==> config.mk <==
export PLATFORM = sky130hd
export DESIGN_NAME = uart_axi_master_flat
export DESIGN_NICKNAME = d
export VERILOG_FILES = /design/src/rtl/uart_axi_master_if.sv /design/src/rtl/uart_axi_master.sv /design/src/flat_wrapper.sv
export SDC_FILE = /design/constraint.sdc
export NUM_CORES = 1
export LEC_CHECK = 0
export BUFFER_PORTS_ARGS = -buffer_cell sky130_fd_sc_hd__buf_2
export CORE_MARGIN = 2
export CORE_UTILIZATION = 30
export DETAILED_ROUTE_END_ITERATION = 8
export PLACE_DENSITY = 0.51
export SYNTH_ARGS = -nofsm -noshare
export SYNTH_HDL_FRONTEND = slang
export SYNTH_SLANG_ARGS = --single-unit
==> constraint.sdc <==
create_clock -name aclk -period 5.6 [get_ports aclk]
set_clock_uncertainty 0.2 [all_clocks]
set_input_delay 0.56 -clock aclk [delete_from_list [all_inputs] [get_ports aclk]]
set_output_delay 0.56 -clock aclk [all_outputs]
set_load 0.01 [all_outputs]
==> src/rtl/uart_axi_master_if.sv <==
// AXI-Lite bus bundle used by the UART command bridge (single 32-bit data beat,
// no write strobes/prot).
interface AXI_LITE #(
  parameter int unsigned ADDR_W = 32
);
  logic [ADDR_W-1:0] awaddr;
  logic              awvalid;
  logic              awready;
  logic [31:0]       wdata;
  logic              wvalid;
  logic              wready;
  logic              wlast;
  logic [1:0]        bresp;
  logic              bvalid;
  logic              bready;
  logic [ADDR_W-1:0] araddr;
  logic              arvalid;
  logic              arready;
  logic [31:0]       rdata;
  logic              rvalid;
  logic              rready;

  modport master (
    output awaddr, awvalid, wdata, wvalid, wlast, bready, araddr, arvalid, rready,
    input  awready, wready, bresp, bvalid, arready, rdata, rvalid
  );

  modport slave (
    input  awaddr, awvalid, wdata, wvalid, wlast, bready, araddr, arvalid, rready,
    output awready, wready, bresp, bvalid, arready, rdata, rvalid
  );
endinterface

==> src/rtl/uart_axi_master.sv <==
// UART byte-stream to AXI-Lite master bridge: 'W' addr[4] data[4] / 'R' addr[4]
// frames, response bytes back on tx. Optional inter-byte timeout: UART_AXI_TIMEOUT_EN.
module uart_axi_master #(
  parameter int unsigned TIMEOUT_CYCLES = 50000,
  parameter int unsigned ADDR_W         = 32
) (
  input  logic       aclk,
  input  logic       aresetn,
  input  logic [7:0] rx_data,
  input  logic       rx_valid,
  output logic       rx_clr,
  output logic [7:0] tx_data,
  output logic       tx_wr_en,
  input  logic       tx_busy,
  AXI_LITE.master    axi
);

  typedef enum logic [3:0] {
    IDLE, ADDR, DATA, AW_W, B, AR, R, RESP, ERR
  } state_t;

  state_t      state, state_n;
  logic        op_w;
  logic [1:0]  byte_cnt;
  logic [31:0] addr_q;
  logic [31:0] data_q;
  logic        aw_done, w_done;
  logic [31:0] resp_buf;
  logic [2:0]  resp_cnt;
  logic [1:0]  gap;
  logic        consume;
  logic        issue;
  logic        timeout;
  logic        in_frame;
  logic        aw_hs, w_hs;

  assign in_frame = (state == ADDR) || (state == DATA);

`ifdef UART_AXI_TIMEOUT_EN
  localparam int unsigned TO_W = $clog2(TIMEOUT_CYCLES + 1);
  logic [TO_W-1:0] to_cnt;

  always_ff @(posedge aclk or negedge aresetn) begin
    if (!aresetn) begin
      to_cnt <= '0;
    end else if (consume) begin
      to_cnt <= TO_W'(TIMEOUT_CYCLES - 1);
    end else if (in_frame && to_cnt != '0) begin
      to_cnt <= to_cnt - 1'b1;
    end
  end

  assign timeout = (to_cnt == '0);
`else
  assign timeout = 1'b0;
`endif

  // Valids are decoded from state plus per-channel done flags so AW and W
  // retire independently and each drops the cycle after its own handshake.
  assign axi.awvalid = (state == AW_W) && !aw_done;
  assign axi.wvalid  = (state == AW_W) && !w_done;
  assign axi.wlast   = (state == AW_W) && !w_done;
  assign axi.bready  = (state == B);
  assign axi.arvalid = (state == AR);
  assign axi.rready  = (state == R);
  assign axi.awaddr  = ADDR_W'(addr_q);
  assign axi.araddr  = ADDR_W'(addr_q);
  assign axi.wdata   = data_q;

  assign aw_hs = axi.awvalid && axi.awready;
  assign w_hs  = axi.wvalid && axi.wready;

  always_ff @(posedge aclk or negedge aresetn) begin
    if (!aresetn) begin
      state <= IDLE;
    end else begin
      state <= state_n;
    end
  end

  always_comb begin
    state_n = state;
    consume = 1'b0;
    issue   = 1'b0;
    case (state)
      IDLE: begin
        if (rx_valid) begin
          consume = 1'b1;
          state_n = (rx_data == 8'h57 || rx_data == 8'h52) ? ADDR : ERR;
        end
      end
      ADDR: begin
        if (rx_valid) begin
          consume = 1'b1;
          if (byte_cnt == 2'd3) state_n = op_w ? DATA : AR;
        end else if (timeout) begin
          state_n = ERR;
        end
      end
      DATA: begin
        if (rx_valid) begin
          consume = 1'b1;
          if (byte_cnt == 2'd3) state_n = AW_W;
        end else if (timeout) begin
          state_n = ERR;
        end
      end
      AW_W: begin
        if ((aw_done || aw_hs) && (w_done || w_hs)) state_n = B;
      end
      B: begin
        if (axi.bvalid) state_n = RESP;
      end
      AR: begin
        if (axi.arready) state_n = R;
      end
      R: begin
        if (axi.rvalid) state_n = RESP;
      end
      RESP: begin
        if (resp_cnt != 3'd0 && gap == 2'd0 && !tx_busy) begin
          issue = 1'b1;
          if (resp_cnt == 3'd1) state_n = IDLE;
        end
      end
      ERR: begin
        state_n = RESP;
      end
      default: begin
        state_n = IDLE;
      end
    endcase
  end

  always_ff @(posedge aclk or negedge aresetn) begin
    if (!aresetn) begin
      rx_clr   <= 1'b0;
      tx_wr_en <= 1'b0;
      tx_data  <= '0;
      op_w     <= 1'b0;
      byte_cnt <= '0;
      addr_q   <= '0;
      data_q   <= '0;
      aw_done  <= 1'b0;
      w_done   <= 1'b0;
      resp_buf <= '0;
      resp_cnt <= '0;
      gap      <= '0;
    end else begin
      rx_clr   <= consume;
      tx_wr_en <= issue;

      if (state == IDLE && consume) op_w <= (rx_data == 8'h57);

      if (in_frame && consume) begin
        byte_cnt <= byte_cnt + 1'b1;
      end else if (!in_frame) begin
        byte_cnt <= '0;
      end

      if (state == ADDR && consume) addr_q <= {addr_q[23:0], rx_data};
      if (state == DATA && consume) data_q <= {data_q[23:0], rx_data};

      if (state == AW_W) begin
        if (aw_hs) aw_done <= 1'b1;
        if (w_hs)  w_done  <= 1'b1;
      end else begin
        aw_done <= 1'b0;
        w_done  <= 1'b0;
      end

      // Response bytes are shifted out of the top of resp_buf, MSB first.
      if (state == B && axi.bvalid) begin
        resp_buf <= {6'b0, axi.bresp, 24'h0};
        resp_cnt <= 3'd1;
      end else if (state == R && axi.rvalid) begin
        resp_buf <= axi.rdata;
        resp_cnt <= 3'd4;
      end else if (state == ERR) begin
        resp_buf <= {8'hEE, 24'h0};
        resp_cnt <= 3'd1;
      end else if (issue) begin
        tx_data  <= resp_buf[31:24];
        resp_buf <= {resp_buf[23:0], 8'h00};
        resp_cnt <= resp_cnt - 1'b1;
      end

      // Two dead cycles after each strobe give the transmitter time to raise tx_busy.
      if (issue) begin
        gap <= 2'd2;
      end else if (gap != 2'd0) begin
        gap <= gap - 1'b1;
      end
    end
  end

endmodule

==> src/flat_wrapper.sv <==
// flat-port wrapper written by rule: the top's interface ports become plain ports
module uart_axi_master_flat 
#(
  parameter int unsigned TIMEOUT_CYCLES = 50000,
  parameter int unsigned ADDR_W         = 32
)
  (aclk, aresetn, rx_data, rx_valid, rx_clr, tx_data, tx_wr_en, tx_busy, axi_awaddr, axi_awvalid, axi_wdata, axi_wvalid, axi_wlast, axi_bready, axi_araddr, axi_arvalid, axi_rready, axi_awready, axi_wready, axi_bresp, axi_bvalid, axi_arready, axi_rdata, axi_rvalid);
  AXI_LITE #(.ADDR_W(ADDR_W)) axi_i ();
  input  logic aclk;
  input  logic aresetn;
  input  logic [7:0] rx_data;
  input  logic rx_valid;
  output logic rx_clr;
  output logic [7:0] tx_data;
  output logic tx_wr_en;
  input  logic tx_busy;
  output wire logic [$bits(axi_i.awaddr)-1:0] axi_awaddr;
  output wire logic [$bits(axi_i.awvalid)-1:0] axi_awvalid;
  output wire logic [$bits(axi_i.wdata)-1:0] axi_wdata;
  output wire logic [$bits(axi_i.wvalid)-1:0] axi_wvalid;
  output wire logic [$bits(axi_i.wlast)-1:0] axi_wlast;
  output wire logic [$bits(axi_i.bready)-1:0] axi_bready;
  output wire logic [$bits(axi_i.araddr)-1:0] axi_araddr;
  output wire logic [$bits(axi_i.arvalid)-1:0] axi_arvalid;
  output wire logic [$bits(axi_i.rready)-1:0] axi_rready;
  input wire logic [$bits(axi_i.awready)-1:0] axi_awready;
  input wire logic [$bits(axi_i.wready)-1:0] axi_wready;
  input wire logic [$bits(axi_i.bresp)-1:0] axi_bresp;
  input wire logic [$bits(axi_i.bvalid)-1:0] axi_bvalid;
  input wire logic [$bits(axi_i.arready)-1:0] axi_arready;
  input wire logic [$bits(axi_i.rdata)-1:0] axi_rdata;
  input wire logic [$bits(axi_i.rvalid)-1:0] axi_rvalid;
  assign axi_awaddr = axi_i.awaddr;
  assign axi_awvalid = axi_i.awvalid;
  assign axi_wdata = axi_i.wdata;
  assign axi_wvalid = axi_i.wvalid;
  assign axi_wlast = axi_i.wlast;
  assign axi_bready = axi_i.bready;
  assign axi_araddr = axi_i.araddr;
  assign axi_arvalid = axi_i.arvalid;
  assign axi_rready = axi_i.rready;
  assign axi_i.awready = axi_awready;
  assign axi_i.wready = axi_wready;
  assign axi_i.bresp = axi_bresp;
  assign axi_i.bvalid = axi_bvalid;
  assign axi_i.arready = axi_arready;
  assign axi_i.rdata = axi_rdata;
  assign axi_i.rvalid = axi_rvalid;
  uart_axi_master #(.TIMEOUT_CYCLES(TIMEOUT_CYCLES), .ADDR_W(ADDR_W)) u_core (.aclk(aclk), .aresetn(aresetn), .rx_data(rx_data), .rx_valid(rx_valid), .rx_clr(rx_clr), .tx_data(tx_data), .tx_wr_en(tx_wr_en), .tx_busy(tx_busy), .axi(axi_i));
endmodule
==> results of run 1 <==
-- final timing paths --
| path | startpoint | end | slack, ns | cells after the start |
|---|---|---|---|---|
| min in group aclk | axi_rdata[1] | u_core.resp_buf[1] | 0.18 | 2 |
| worst min-delay path | aresetn | u_core.axi.wdata[25] | 0.12 | 1 |
| max in group asynchronous | aresetn | u_core.resp_buf[25] | 3.93 | 2 |
| worst max-delay path | u_core.state[0] | u_core.resp_buf[4] | 2.74 | 4 |
| worst min register to register | u_core.resp_buf[8] | u_core.resp_buf[8] | 0.29 | 1 |
| worst max register to register | u_core.state[0] | u_core.resp_buf[4] | 2.74 | 4 |
-- cell usage after synthesis, types with 2 or more instances --
cell type,count
nor4_1,2
a22o_1,8
a21oi_1,5
mux2i_1,2
nand4_1,3
o22ai_1,7
a311oi_1,2
nor2_1,12
or3_1,3
a22oi_1,17
o21ai_0,6
nand2b_1,2
a31oi_1,3
inv_1,7
xor2_1,3
a2bb2oi_1,2
nand2_1,8
buf_2,10
buf_6,6
nor2b_1,5
dfrtp_1,120
and3_1,2
ha_1,5
o21bai_1,2
nand4bb_1,2
o2bb2ai_1,22
and4b_1,2
mux2_4,2
a41oi_1,2
buf_4,40
xnor2_1,2
nand3_1,2
mux2_2,71
nor3b_1,3
-- per-layer routing --
| layer | track usage | vias to the layer above |
|---|---|---|
| met5 | 0 | - |
| met4 | 0.0478 | 0 |
| met3 | 0.0397 | 12 |
| met2 | 0.219 | 83 |
| met1 | 0.178 | 1862 |
| li1 | - | 1744 |
-- through the flow --
stage	area, sq um	hold slack [ns]	cells	util	setup slack (ns)
final	6840	0.121	782	0.381	2.74
after global routing	6840	0.161	782	0.381	2.56
after CTS	6840	0.151	782	0.381	2.76
after detailed placement	6180	0.276	751	0.344	2.77
after global placement	6180	0.273	751	0.344	2.86
after floorplan	5480	0.0644	414	-	3.64
-- critical path, cell delays in order, from the launching register on --
cell      delay (ns)
dfrtp_1         0.84
and4bb_1        0.29
and2_4          0.27
nor3_4          0.92
a22o_1          0.26
-- area by class of cell --
type                    count  share of cell area
well taps                 229              0.0419
flip-flops and latches    120               0.439
multi-input cells         229               0.296
repair buffers            165               0.122
clock inverters            13              0.0318
inverters                   8             0.00476
clock buffers              18              0.0642
-- cell families (layout without fill, tap and decap cells) --
group	Yosys count	in the layout	share of synthesized area
flops	120	120	0.548
compound gates	85	85	0.121
mux	75	75	0.155
buf+inv	65	204	0.0831
simple gates	59	59	0.0733
fa+ha+maj	5	5	0.0114
xor+xnor	5	5	0.00800
-- power breakdown --
group	internal (uW)	switching, uW	total [uW]	leakage, uW
Sequential	1220	316	1530	0.00156
Combinational	713	714	1430	0.00156
Clock	804	399	1200	0.000314
Total	2730	1430	4160	0.00343
-- state kept, by name, indices dropped and copies added, names as in the netlist --
register           flops
u_core.state           4
u_core.resp_cnt        3
u_core.rx_clr          1
u_core.axi.wdata      32
u_core.resp_buf       32
u_core.byte_cnt        2
u_core.tx_wr_en        1
u_core.op_w            1
u_core.aw_done         1
u_core.gap             2
u_core.w_done          1
u_core.tx_data         8
u_core.axi.araddr     32
==> results.yml, run 1 <==
outcome:
  status: "finished clean"
routing:
  met2_length_microns: 6510
  wl_met1_microns: 5780
  highest_layer: "met4"
  post_drt_wl_per_cell_microns: 16.5
  wirelength_microns: 12900
  routed-wl-met3_microns: 480
  detail-route-antenna-nets: 0
  dr.pass1.iters: 4
  drc_errors: 0
  vias: 3701
  routed_via_density: 4.73
  dr.first_iter.drc_count: 171
global_route:
  globalRoute.totalOverflow: 0
  track_usage: 0.137
  antenna_found_initial: 0
  grt_max_degree: 81
  grt_first_pass_wirelength_microns: 20800
  grt_pass1_vias: 3791
finish:
  antenna_cells: 0
  drive_above_1_share: 0.508
  fillers: 1748
  final_common_cell: "buf_2"
  regArea_sq_um: 3000
  multi_input_area_sq_um: 2030
  layout.nets: 597
  areaGrowthSynthToFinish_pct: 24.9
  layout_common_cells: "buf_2, dfrtp_1, mux2_2"
setup_path:
  cp_max_fo: 31
  end_kind: "flip-flop"
  critPathLaunchType: "flip-flop"
  required_ns: 5.74
  critical_path_class: "flip-flop to flip-flop"
  cp_data_arrival_time_ns: 3.00
timing:
  post-route-period-util: 0.511
  post-route-min-period_ns: 2.86
  setup-tns-final_ns: 0
  worst_slew_pin_slew_ns: 1.16
  fmax_mhz: 350
  setup_violations: 0
  slew_headroom: 0.223
  rsz0062_at_grt: "false"
  drv_slew: 0
  finalHoldViolCount: 0
floorplan:
  start_util: 0.305
  fp.dieArea_sq_um: 19400
  rows: 49
  core_sq_um: 18000
  die_height_microns: 139
  ios: 163
  die_w_microns: 139
clocking:
  cts_resized: 0
  h-tree-depth: 4
  cts_buffers: 17
  path_clk_slew_ns: 0.06
  cts_tree: "built"
  clk_latency_ns: 0.41
  clockBufferDepth: 2
  post_cts_buffers: 0
  cts_sinks: 120
  clockRootBuffer: "clkbuf_16"
  postCtsHoldBufs: 0
synth:
  yosys.area.top_type: "dfrtp_1"
  seq_area_frac_synth: 0.548
  syn-num-nets: 470
  syn_inst: 414
  synthesis.area_sq_um: 5480
  synth_flop_cell: "dfrtp_1"
  postSynthAreaPerCell_sq_um: 13.2
  ys_types: 58
  synthTopCellsByArea: "dfrtp_1, mux2_2, buf_4"
  ys_ff_latch: 120
  synth_edf_count: 0
  synth_top_area_frac: 0.548
  synthArstFlopShare: 1.00
  ys_warn_count: 0
placed_design:
  globalplace.congestion: 0.736
  portBuffers: 162
  place_hpwl_microns: 9010
pwr:
  power_density_nw_per_um2: 609
  p_total_uw: 4160
  peakVddDrop_uv: 221
  leakage_uw: 0.00343
job:
  max-cap-violations: 0
hold_path:
  worst_hold_path_type: "input pin to async pin"
No activity file was read; power rests on OpenSTA's default activity.
==> inputs of run 2 (changes only) <==
ABC_AREA = 1   (was default)
PLACE_DENSITY = 0.53   (was 0.51)
clock period = 2.3 ns   (was 5.6 ns; I/O delays follow)
==> results.yml, run 2 <==
synth:
  postSynthAreaPerCell_sq_um: 8.62
  synthArstFlopShare: 1.00
  synth.most_common_cell: "nand2_1"
  seq_area_frac_synth: 0.525
  yosys.area.top_type: "dfrtp_1"
  synth_common_cells: "nand2_1, dfrtp_1, inv_1"
  ys_ff_latch: 120
  synthesis.area_sq_um: 5720
  synth_flop_cell: "dfrtp_1"
  syn_inst: 664
  ys_warn_count: 0
  synth_edf_count: 0
  syn-num-nets: 720
  synth_top_area_frac: 0.525
  ys_types: 30
  synthTopCellsByArea: "dfrtp_1, nand2_1, buf_4"
clocking:
  clockBufferDepth: 2
  h-tree-depth: 4
  cts_sinks: 120
  cts_tree: "built"
  cts_buffers: 17
  path_clk_slew_ns: 0.06
  clk_latency_ns: 0.41
  clockRootBuffer: "clkbuf_16"
floorplan:
  ios: 163
  die_height_microns: 142
  die_w_microns: 142
  start_util: 0.306
  rows: 50
  fp.dieArea_sq_um: 20200
  core_sq_um: 18700
finish:
  drive_above_1_share: 0.291
  areaGrowthSynthToFinish_pct: 32.4
  fin_util: 0.405
  antenna_cells: 0
  layout_common_cells: "nand2_1, buf_2, dfrtp_1"
  layout.nets: 896
  final_common_cell: "nand2_1"
  fin_area_sq_um: 7580
routing:
  dr.pass1.iters: 4
  drc_errors: 0
  routed_via_density: 4.42
  vias: 4809
  post_drt_wl_per_cell_microns: 13.3
  dr.first_iter.drc_count: 187
  wirelength_microns: 14400
  detail-route-antenna-nets: 0
setup_path:
  slowest_stage: "dfrtp_1"
  crit_top_cell: "inv_1"
  crit_family: "flip-flops"
  reg2regPathDepth: 8
  max_stage_delay_ns: 0.48
  path_cells: "inv_1, nor2_2, inv_1, nor2_1, buf_2"
  cp_data_arrival_time_ns: 1.66
  path_buf_inv: 3
  critical_path_class: "flip-flop to output port"
  critPathLaunchType: "flip-flop"
  required_ns: 1.87
  cp_max_fo: 7
  end_kind: "output port"
  cp.depth: 5
timing:
  drv_slew: 0
  setup_violations: 0
  holdWs_ns: 0.00363
  post-route-min-period_ns: 2.09
  fmax_mhz: 478
  slew_headroom: 0.661
  setup-tns-final_ns: 0
  post-route-period-util: 0.909
  finalHoldViolCount: 0
  worst_slew_pin_slew_ns: 0.508
  rsz0062_at_grt: "false"
pwr:
  power_density_nw_per_um2: 1340
  p_total_uw: 10200
  leakage_uw: 0.00409
  peakVddDrop_uv: 557
placed_design:
  globalplace.congestion: 0.790
  placed_area_sq_um: 6550
  place_hpwl_microns: 10300
  portBuffers: 162
global_route:
  track_usage: 0.149
  grt_max_degree: 57
  grt_first_pass_wirelength_microns: 23300
  grt_pass1_vias: 4504
  antenna_found_initial: 0
  globalRoute.totalOverflow: 0
job:
  max-cap-violations: 0
hold_path:
  worst_hold_path_type: "input pin to flip-flop"
  hold_depth: 5
outcome:
  status: "finished clean"
==> run 2: cell types whose count changed after synthesis, sizes merged, moves of 6 or more <==
| cell | previous run | this run |
|---|---|---|
| nand3 | 3 | 33 |
| a22o | 8 | 0 |
| o21ai | 6 | 63 |
| nor2 | 14 | 49 |
| inv | 8 | 63 |
| o2bb2ai | 22 | 0 |
| a21oi | 5 | 22 |
| o22ai | 7 | 1 |
| o211ai | 1 | 17 |
| mux2 | 73 | 16 |
| clkbuf | 1 | 10 |
| a22oi | 17 | 0 |
| nand2 | 8 | 206 |
==> run 2: layer usage <==
layer	vias up	GRT usage	share of wire	routed length, microns
li1	2446	-	-	-
met1	2197	0.194	0.46	6660
met2	155	0.242	0.48	6870
met3	11	0.0400	0.054	778
met4	0	0.0458	0.0093	134
met5	-	0	0	0
==> run 2: final cells by class <==
cell class,count,area (sq um)
Sequential cell,120,3000
Tap cell,234,293
Multi-Input combinational cell,420,2090
Clock buffer,21,460
Clock inverter,11,123
Inverter,63,239
Fill cell,1929,11100
Timing Repair Buffer,218,1370
==> run 2: final timing paths <==
path	slack, ns	startpoint	endpoint
max	0.21	u_core.state[0]	axi_arvalid
min	0.004	axi_rdata[27]	u_core.resp_buf[27]
max reg2reg	0.31	u_core.state[2]	u_core.resp_buf[17]
min reg2reg	0.26	u_core.tx_data[1]	u_core.tx_data[1]
max in group asynchronous	1.13	aresetn	u_core.state[0]
min in group asynchronous	0.11	aresetn	u_core.axi.wdata[25]
==> run 2: kinds of logic (layout without fill, tap and decap cells) <==
group / count (synthesis) / after routing / share of synthesized area
multiplexers: 16 / 16 / 0.0315
AND/OR/NAND/NOR: 293 / 293 / 0.212
adder cells (fa/ha/maj): 5 / 5 / 0.0109
AO/OA/AOI/OAI: 105 / 105 / 0.108
XOR/XNOR: 1 / 1 / 0.00153
flip-flops: 120 / 120 / 0.525
buffers and inverters: 124 / 313 / 0.112
==> run 2: per-stage QoR <==
| step | std cells | worst slack, ns |
|---|---|---|
| after floorplan | 664 | 0.550 |
| after global placement | 1011 | 0.0825 |
| after detailed placement | 1011 | 0.0166 |
| after CTS | 1087 | 0.0137 |
| after global routing | 1087 | 0.0441 |
| final | 1087 | 0.209 |
==> run 2: repair_timing <==
action	CTS	global route
setup buffers	0	0
resized for setup	0	2
setup endpoints to repair	0	27
hold buffers	44	0
hold endpoints to repair	147	0
==> run 2: report_power, final <==
group | internal (uW) | leakage, uW | switching [uW]
Sequential | 3020 | 0.00154 | 640
Clock | 1650 | 0.000275 | 966
Combinational | 1600 | 0.00227 | 2280
Total | 6270 | 0.00409 | 3890
==> run 2: worst reg2reg max path, stage by stage (launching register included) <==
cell and delay [ns]:
dfrtp_1 0.40, inv_1 0.10, nor2_4 0.18, nand2_1 0.11
inv_1 0.13, nand2_1 0.24, buf_4 0.29, o211ai_1 0.15
o21ai_2 0.07
